===== src/rtl/mul3_res_recon_pkg.sv =====
`default_nettype none
// ============================================================================
//  Module  : mul3_res_recon_pkg
//  Brief   : Shared defaults, state encoding and sizing helpers for the
//            divide-by-constant reconstruction unit.
//  Revision: 1.0  initial release
// ============================================================================
package mul3_res_recon_pkg;

    localparam int c_width_def   = 64;
    localparam int c_chunk_def   = 4;
    localparam int c_divisor_def = 3;

    typedef enum logic [1:0] {
        IDLE = 2'd0,
        RUN  = 2'd1,
        DONE = 2'd2
    } state_t;

    // Carry/remainder width: enough bits to hold any legal remainder and the
    // largest carry a digit product can produce.
    function automatic int rw_bits(input int divisor);
        return $clog2(divisor + 1);
    endfunction

    function automatic int ndig_of(input int width, input int chunk);
        return width / chunk;
    endfunction

endpackage : mul3_res_recon_pkg
`default_nettype wire


===== src/rtl/mul3_res_recon_digit.sv =====
`default_nettype none
// ============================================================================
//  Module  : mul3_res_recon_digit
//  Brief   : One digit of the multiply-accumulate chain:
//            {carry_out, digit_out} = DIVISOR * digit_in + carry_in.
//  Revision: 1.0  initial release
// ============================================================================
module mul3_res_recon_digit
    import mul3_res_recon_pkg::*;
#(
    parameter int CHUNK   = c_chunk_def,
    parameter int DIVISOR = c_divisor_def,
    localparam int RW     = rw_bits(DIVISOR)
) (
    input  logic [CHUNK-1:0] digit_in,
    input  logic [RW-1:0]    carry_in,
    output logic [CHUNK-1:0] digit_out,
    output logic [RW-1:0]    carry_out
);

    localparam int c_sum_w = CHUNK + RW;

    logic [c_sum_w-1:0] w_sum;

    assign w_sum     = c_sum_w'(DIVISOR) * c_sum_w'(digit_in) + c_sum_w'(carry_in);
    assign digit_out = w_sum[CHUNK-1:0];
    assign carry_out = w_sum[c_sum_w-1:CHUNK];

endmodule : mul3_res_recon_digit
`default_nettype wire


===== src/rtl/mul3_res_recon.sv =====
`default_nettype none
// ============================================================================
//  Module  : mul3_res_recon
//  Brief   : Digit-serial rebuild of dividend = DIVISOR*q + r, LSB digit
//            first, one CHUNK-bit digit per clock, with overflow/error flags.
//  Revision: 1.0  initial release
// ============================================================================
module mul3_res_recon
    import mul3_res_recon_pkg::*;
#(
    parameter int WIDTH   = c_width_def,
    parameter int CHUNK   = c_chunk_def,
    parameter int DIVISOR = c_divisor_def,
    localparam int RW     = rw_bits(DIVISOR)
) (
    input  logic             clk,
    input  logic             rst_n,
    input  logic             in_valid,
    output logic             in_ready,
    input  logic [WIDTH-1:0] q,
    input  logic [RW-1:0]    r,
    output logic             out_valid,
    input  logic             out_ready,
    output logic [WIDTH-1:0] dividend,
    output logic             ovf,
    output logic             err
);

    localparam int          c_ndig    = ndig_of(WIDTH, CHUNK);
    localparam int          c_cnt_w   = (c_ndig > 1) ? $clog2(c_ndig) : 1;
    localparam logic [c_cnt_w-1:0] c_last_cnt = c_cnt_w'(c_ndig - 1);
    localparam logic [RW-1:0]      c_div_rw   = RW'(DIVISOR);

    state_t             r_state;
    logic [c_cnt_w-1:0] r_cnt;
    logic [WIDTH-1:0]   r_q;
    logic [WIDTH-1:0]   r_acc;
    logic [RW-1:0]      r_carry;
    logic               r_ovf;
    logic               r_err;
    logic               r_in_ready;
    logic               r_out_valid;

    logic [CHUNK-1:0]   w_digit;
    logic [RW-1:0]      w_carry;

    mul3_res_recon_digit #(
        .CHUNK   (CHUNK),
        .DIVISOR (DIVISOR)
    ) u_digit (
        .digit_in  (r_q[CHUNK-1:0]),
        .carry_in  (r_carry),
        .digit_out (w_digit),
        .carry_out (w_carry)
    );

    always_ff @(posedge clk) begin
        if (!rst_n) begin
            r_state     <= IDLE;
            r_cnt       <= '0;
            r_q         <= '0;
            r_acc       <= '0;
            r_carry     <= '0;
            r_ovf       <= 1'b0;
            r_err       <= 1'b0;
            r_in_ready  <= 1'b1;
            r_out_valid <= 1'b0;
        end else begin
            case (r_state)
                IDLE: begin
                    if (in_valid) begin
                        r_state    <= RUN;
                        r_q        <= q;
                        r_carry    <= r;
                        r_err      <= (r >= c_div_rw);
                        r_ovf      <= 1'b0;
                        r_cnt      <= '0;
                        r_in_ready <= 1'b0;
                    end
                end
                RUN: begin
                    // New digits enter at the top so that after the last
                    // digit the least significant one has reached bit 0.
                    r_acc   <= {w_digit, r_acc[WIDTH-1:CHUNK]};
                    r_q     <= r_q >> CHUNK;
                    r_carry <= w_carry;
                    r_cnt   <= r_cnt + 1'b1;
                    if (r_cnt == c_last_cnt) begin
                        r_state     <= DONE;
                        r_ovf       <= (w_carry != '0);
                        r_out_valid <= 1'b1;
                    end
                end
                DONE: begin
                    if (out_ready) begin
                        r_state     <= IDLE;
                        r_out_valid <= 1'b0;
                        r_in_ready  <= 1'b1;
                    end
                end
                default: begin
                    r_state     <= IDLE;
                    r_out_valid <= 1'b0;
                    r_in_ready  <= 1'b1;
                end
            endcase
        end
    end

    assign in_ready  = r_in_ready;
    assign out_valid = r_out_valid;
    assign dividend  = r_acc;
    assign ovf       = r_ovf;
    assign err       = r_err;

endmodule : mul3_res_recon
`default_nettype wire

===== config.mk =====
export PLATFORM = sky130hd
export DESIGN_NAME = mul3_res_recon
export DESIGN_NICKNAME = d
export VERILOG_FILES = /design/src/rtl/mul3_res_recon_pkg.sv /design/src/rtl/mul3_res_recon_digit.sv /design/src/rtl/mul3_res_recon.sv
export SDC_FILE = /design/constraint.sdc
export NUM_CORES = 1
export LEC_CHECK = 0
export CAP_MARGIN = 15
export CORE_UTILIZATION = 40
export DETAILED_ROUTE_END_ITERATION = 8
export PLACE_DENSITY = 0.71
export SYNTH_ARGS = -nofsm -noshare
export SYNTH_HDL_FRONTEND = slang
export SYNTH_HIERARCHICAL = 1
export SYNTH_SLANG_ARGS = --single-unit

===== constraint.sdc =====
create_clock -name clk -period 2 [get_ports clk]
set_input_delay 0.2 -clock clk [delete_from_list [all_inputs] [get_ports clk]]
set_output_delay 0.2 -clock clk [all_outputs]
set_load 0.02 [all_outputs]

==> impl_results.md, run 1 <==
- Status: finished with violations
- Violated checks: setup timing
- # Max-Cap Violations: 0
- Type of the tightest min-delay check: input port to flop
- Clock latency on the worst-skew pair: 420 ps
- CTS Buf Count: 17
- Port bufs: about 140
- Placed Cells: 984
- Number of synthesized flops with an enable pin: 0
- Final Net Count: 907
- Critical Path End Type: flop
- Synth Flop Type: dfxtp_1
- Pre-CTS setup slack: -91.8 ps
- First-pass DRT Iterations: 4
- RSZ-0062 raised after global routing: yes
- Starting Density: 41.7%
- Slew margin rel.: 74.1%
- Unique cell type count in the Yosys netlist: 36
- Area leader, netlist: dfxtp_1
- Synth cell count leaders: 195 x nand2_1, 191 x a21oi_1, 140 x dfxtp_1
- Seq/Total Area, Yosys: 49.9%
- Yosys warns: 6
- Reg area: between 0.002 and 0.003 sq mm
- RR Endpoint: ovf
- WL final: 13,800 um
- H-tree depth: 4
- CP max stage delay: ~480 ps
- Die Width: 120 um
- Synthesized area: 0.00561 sq mm
- Die height: 120 um
- Worst path bufs/invs: 3
- Period utilisation layout: 104%
- Rows: 42
- Root buffer cell: clkbuf_16
- Final hold vios: 0
- Peak Freq: 479 MHz
- Min Tclk post-route: 2090 ps
- Critical path startpoint category: flop
- DR top layer: met4
- Worst setup margin: -86.8 ps
- Diodes inserted: 0
- Asr flop ratio synth: 0%
- Synthesized area per cell: 7.86 sq um
- Gr usage total: 19.7%
- Worst-path clk slew: 60 ps
- Core ar.: between 0.01 and 0.015 sq mm
- Routability cong.: 0.747
- PwrDens: 943 mW/mm^2
- Count of pins over their slew limit: 0
- Worst R2R Start: r_carry[1]
- Final setup viols: 2
- Area delta synth->final: 39.2%
- Worst Tran Pin Value: 388 ps
- Cell repeated most along the worst path: inv_2
- FF-to-FF setup slack: -90 ps
- Top-count cell post-synth: nand2_1
- Antenna violations before repair: 0
- HP Start: rst_n
- Gr ovfl total: 0
- Post-Layout Cell Count: 1,016
- Hold depth: 3
- Post-synthesis net count: a little under 800
- Via count: slightly above 5,000
- Leak Pwr: 2.89 nW
- Detailed route wirelength on metal3: 758 um
- Number of global-route vias before repair: 4,731
- Met1 WL: 6480 um
- Synth top area cells: dfxtp_1 50%, a21oi_1 17%, nand2_1 13%
- CTS tree: done
- First-pass GRT wire length: 22,900 um
- Slowest cell on crit path: fa_1
- Top cell type's share of synthesized area: 49.9%
- Largest delay contributor family on the critical path: adder cells
- I/O pin total: about 140
- Largest net degree at the start of global routing: 74
- Vias per inst: 5.09
- Final HPWL DP: 8540 um
- Worst VDD drop: 0.000600 V
- Hold worst-path end: r_q[1]
- Crit Path Category: flop to flop
- WL met2: 6330 um
- Wire per inst: 13.6 um
- Clk buf depth: 2
- Area of the multi-input gates: 0.00247 sq mm
- Share of cells above drive strength 1: 7.74%
- Arr. time, crit path: 2430 ps
- Fillers: 1,235
- Die area: 0.0145 sq mm
- DRT antenna net count: 0
- Clock Sinks: 140
- Crit path max fanout: 2
- Critical-path cell list: inv_2, fa_1, inv_1, ha_2, inv_2, fa_2, nor2b_1, o21ai_1, nand2b_1, o211ai_1, o22ai_1
- Worst Skew: 5.16 ps
- Synthesized flop and latch total: 140
- Data required time of the worst path: approximately 2300 ps
- Residual DRC: 0
- Post-synthesis cell count: 714
- DRT iter0 DRCs: between 400 and 500
- Reg2Reg Depth: 11
[cell families after synthesis]
logic type | count (synthesis) | synth area share [%]
adders and majority gates | 10 | 2.50
and+or+nand+nor | 218 | 15.3
AOI/OAI and AO/OA | 272 | 25.2
xor gates and xnor gates | 2 | 0.312
DFF | 140 | 49.9
buffers and inverters | 72 | 6.76
[worst max-delay path by stage]
| stage | from | endpoint | slack (ps) | cells past startpoint |
|---|---|---|---|---|
| floorplan | r_q[0] | ovf | 10 | 11 |
| detailed placement | r_q[0] | ovf | -90 | 11 |
| global route | r_carry[1] | ovf | -170 | 11 |
| CTS | r_carry[1] | ovf | -100 | 11 |
| finish | r_carry[1] | ovf | -90 | 11 |
| global placement | r_q[0] | ovf | -30 | 11 |
[final cells by class]
class | count | area share (%)
clock buffers | 20 | 5.97
clock inverters | 12 | 2.75
inverters | 12 | 0.576
multi-input cells | 502 | 31.6
flip-flops and latches | 140 | 35.9
well taps | 176 | 2.82
repair buffers | 154 | 20.4
[metrics by stage]
| step | setup TNS [ps] | util (%) | total power [W] | cell area, sq um | hold slack (ps) |
|---|---|---|---|---|---|
| finish | -98.7 | 58.1 | 0.00737 | 7810 | 189 |
| global route | -413 | 58.1 | 0.00767 | 7810 | 182 |
| CTS | -128 | 58.0 | 0.00744 | 7800 | 165 |
| detailed placement | -107 | 52.9 | 0.00382 | 7110 | 448 |
| global placement | -33.2 | 52.9 | 0.00382 | 7110 | 443 |
| floorplan | 0 | - | 0.00352 | 5610 | 334 |
[state kept, by name, indices dropped and copies added, names as in the netlist]
name,count
r_state,2
ovf,1
out_valid,1
r_carry,2
err,1
r_q,64
r_cnt,4
in_ready,1
dividend,64
[repair_timing]
item / 4_1_cts / 5_1_grt
pin swaps: 4 / 2
buffers inserted: 0 / 0
gates resized for setup: 6 / 3
hold endpoints to repair: 0 / 0
endpoints found under the setup margin: 3 / 4
hold buffers: 0 / 0
cloned: 0 / 0
[tightest hold or removal path, stage by stage]
cell     delay (ps)
buf_2           200
o21ai_0         110
a21oi_1          50
[metal layers]
| layer | GRT usage [%] | vias to the layer above |
|---|---|---|
| li1 | - | 2642 |
| met1 | 26.3 | 2375 |
| met2 | 30.0 | 136 |
| met3 | 6.23 | 17 |
| met4 | 7.10 | 0 |
| met5 | 0 | - |
[cell usage in the layout (no fill, tap or decap), drive strengths merged, types with 2 or more instances in the layout]
| master | instances |
|---|---|
| nand2 | 195 |
| a21oi | 192 |
| dfxtp | 140 |
| clkdlybuf4s50 | 136 |
| o21ai | 65 |
| clkbuf | 20 |
| buf | 18 |
| inv | 12 |
| ha | 8 |
| nor2 | 6 |
| bufinv | 6 |
| nand3 | 5 |
| a22oi | 4 |
| clkinv | 4 |
| nand2b | 3 |
| a31oi | 2 |
| nor3 | 2 |
| clkinvlp | 2 |
| nor2b | 2 |
| xnor2 | 2 |
| fa | 2 |
[where the power goes]
group / switching, W / internal (W) / leakage [nW]
logic: 0.000419 / 0.000353 / 1.41
registers: 0.0000777 / 0.00293 / 1.15
clock network: 0.00116 / 0.00243 / 0.332
Power figures use the tool's default switching activity.
==> run 2: changes to the inputs <==
Settings changed: CORE_UTILIZATION 40 to 44, PLACE_DENSITY 0.71 to 0.76.
==> run 2 against run 1 <==
  * The run still ends with setup timing left
  * Critical path depth stayed put
  * Hold slack better by 45 ps
  * Core utilization rose by 5.2 points
  * Critical endpoint is now dividend[63]
==> impl_results.md, run 2 (synthesis results as in run 1) <==
- CTS tree: done (unchanged)
- WL final: 13,900 um (was 13,800 um)
- Met1 Resource Use GR: 27.0% (was 26.3%)
- Crit Path Category: flop to flop (unchanged)
- Worst R2R Start: r_q[0] (was r_carry[1])
- Port bufs: 137 (unchanged)
- Min Tclk post-route: 2110 ps (was 2090 ps)
- First-pass DRT Iterations: 5 (was 4)
- Hold worst-path end: err (was r_q[1])
- FF-to-FF setup slack: -110 ps (was -90 ps)
- Starting Density: 46.0% (was 41.7%)
- HP Start: rst_n (unchanged)
- Hold depth: 3 (unchanged)
- Routability cong.: 0.830 (was 0.747)
- Number of global-route vias before repair: 4,959 (was 4,731)
- Sw Pwr: 0.00160 W (was 0.00166 W)
- Setup TNS: -224 ps (was -98.7 ps)
- Post-Layout Cell Count: 1,010 (was 1,016)
- Most frequent cells in the layout: 195 x nand2_1, 189 x a21oi_1, 137 x dfxtp_1 (was 195 x nand2_1, 190 x a21oi_1, 137 x dfxtp_1)
- Worst VDD drop: 0.000530 V (was 0.000600 V)
- Antenna violations before repair: 0 (unchanged)
- DRT antenna net count: 0 (unchanged)
- Wire per inst: 13.8 um (was 13.6 um)
- RSZ-0062 raised after global routing: yes (unchanged)
- Period utilisation layout: 105% (was 104%)
- Clock Sinks: 140 (unchanged)
- Root buffer cell: clkbuf_16 (unchanged)
- Cell-internal power: 0.00525 W (was 0.00571 W)
- Min Hold Slack: 234 ps (was 189 ps)
- Final hold vios: 0 (unchanged)
- Final core utilization: 63.2% (was 58.1%)
- Fillers: 1,127 (was 1,235)
- H-tree depth: 4 (unchanged)
- Rows: 40 (was 42)
- Reg area: 0.00281 sq mm (unchanged)
- Worst-path clk slew: 60 ps (about the same)
- Type of the tightest min-delay check: input port to flop (unchanged)
- I/O pin total: 138 (unchanged)
- Seq pwr share: 44.0% (was 40.8%)
- Clock latency on the worst-skew pair: 410 ps (was 420 ps)
- Worst setup margin: -106 ps (was -86.8 ps)
- Gr usage total: 21.8% (was 19.7%)
- Placed Cells: 977 (was 984)
- Peak Freq: 475 MHz (was 479 MHz)
- Vias per inst: 5.15 (was 5.09)
- RR Endpoint: dividend[63] (was ovf)
- Status: finished with violations (unchanged)
- # Max-Cap Violations: 0 (unchanged)
- Worst Tran Pin Value: 489 ps (was 388 ps)
- Die height: 115 um (was 120 um)
- Core ar.: 0.0122 sq mm (was 0.0135 sq mm)
- Count of pins over their slew limit: 0 (unchanged)
- Net Sw Frac: 23.3% (was 22.5%)
- Final HPWL DP: 9040 um (was 8540 um)
- Share of cells above drive strength 1: 8.08% (was 7.74%)
- CTS Buf Count: 17 (unchanged)
- Via count: 5,198 (was 5,170)
- Die area: 0.0132 sq mm (was 0.0145 sq mm)
- Worst Skew: 5.86 ps (was 5.16 ps)
- Global route hottest layer: met2 (unchanged)
- Total chip power: 0.00684 W (was 0.00737 W)
- Arr. time, crit path: 2450 ps (was 2430 ps)
- PwrDens: 886 mW/mm^2 (was 943 mW/mm^2)
- DRT iter0 DRCs: 451 (was 419)
- Slew margin rel.: 67.4% (was 74.1%)
- Violated checks: setup timing (unchanged)
- First-pass GRT wire length: 22,800 um (was 22,900 um)
- Critical Path End Type: flop (unchanged)
- GR Util met3: 6.06% (was 6.23%)
- Critical path startpoint category: flop (unchanged)
- Reg2Reg Depth: 11 (unchanged)
- Part of the power in the clock network: 44.7% (was 48.7%)
- Area delta synth->final: 37.6% (was 39.2%)
- Largest net degree at the start of global routing: 77 (was 74)
- Residual DRC: 0 (unchanged)
- Area of the multi-input gates: 0.00247 sq mm (about the same)
- Crit path max fanout: 2 (unchanged)
- Commonest non-fill, non-tap cell in the layout: nand2_1 (unchanged)
- Leak Pwr: 2.86 nW (was 2.89 nW)
- Logic gate share of total power: 11.3% (was 10.5%)
- Final setup viols: 3 (was 2)
- Clk buf depth: 2 (unchanged)
- Diodes inserted: 0 (unchanged)
- GR Layer Usage met2: 36.3% (was 30.0%)
- Final Net Count: 909 (was 907)
- Data required time of the worst path: 2350 ps (was 2340 ps)
- Gr ovfl total: 0 (unchanged)
- Die Width: 115 um (was 120 um)
==> run 2: cell types whose count changed in the layout (fill, tap and decap cells not counted), sizes merged <==
| cell | delta |
|---|---|
| clkbuf | +6 |
| clkinvlp | -2 |
| clkinv | +1 |
| bufinv | -5 |
| buf | +2 |
==> run 2: worst max path at each step <==
stage,startpoint,end,slack (ps),cells past startpoint
3_5_place_dp,r_q[0],ovf,-100,11
2_1_floorplan,r_q[0],ovf,10,11
6_report,r_q[0],dividend[63],-110,11
4_1_cts,r_q[0],ovf,-80,11
5_1_grt,r_q[0],ovf,-240,11
3_3_place_gp,r_q[0],ovf,-20,11
==> run 2: layout make-up <==
type	instances	share of cell area [%]
Clock inverter	6	0.713
Timing Repair Buffer	156	20.7
Inverter	12	0.583
Tap cell	168	2.72
Multi-Input combinational cell	502	32.0
Clock buffer	26	6.98
Sequential cell	140	36.3
==> run 2: stage by stage <==
| step | worst slack [ps] | area (sq um) |
|---|---|---|
| after global placement | -16.7 | 7100 |
| after floorplan | 14.8 | 5610 |
| final | -106 | 7720 |
| after global routing | -244 | 7720 |
| after CTS | -77.7 | 7700 |
| after detailed placement | -101 | 7100 |
==> run 2: routing by layer <==
layer	up-vias	part of all wire (%)
met5	-	0
met4	0	1.2
met3	14	4.7
met2	131	49
met1	2410	45
li1	2643	-
==> run 2: repair_timing <==
action / 4_1_cts / 5_1_grt
buffers inserted: 0 / 1
hold buffers: 0 / 0
pin swaps: 2 / 4
resized for setup: 6 / 5
endpoints found under the setup margin: 3 / 4
==> run 2: worst max-delay path: stages, from the launching register on <==
cell and delay [ps]:
dfxtp_2 340, inv_2 40, fa_1 460, inv_1 70, ha_2 180, inv_2 40, fa_2 330, buf_4 140
buf_4 130, xnor2_2 110, nand2_1 80, a21oi_2 120
==> run 2: power groups by stage <==
stage	combinational (W)	sequential, W	clock [W]
floorplan	0.000462	0.00305	0
global placement	0.000742	0.00306	0
detailed placement	0.000758	0.00306	0
CTS	0.000772	0.00301	0.00312
global route	0.000867	0.00302	0.00325
finish	0.000776	0.00301	0.00306
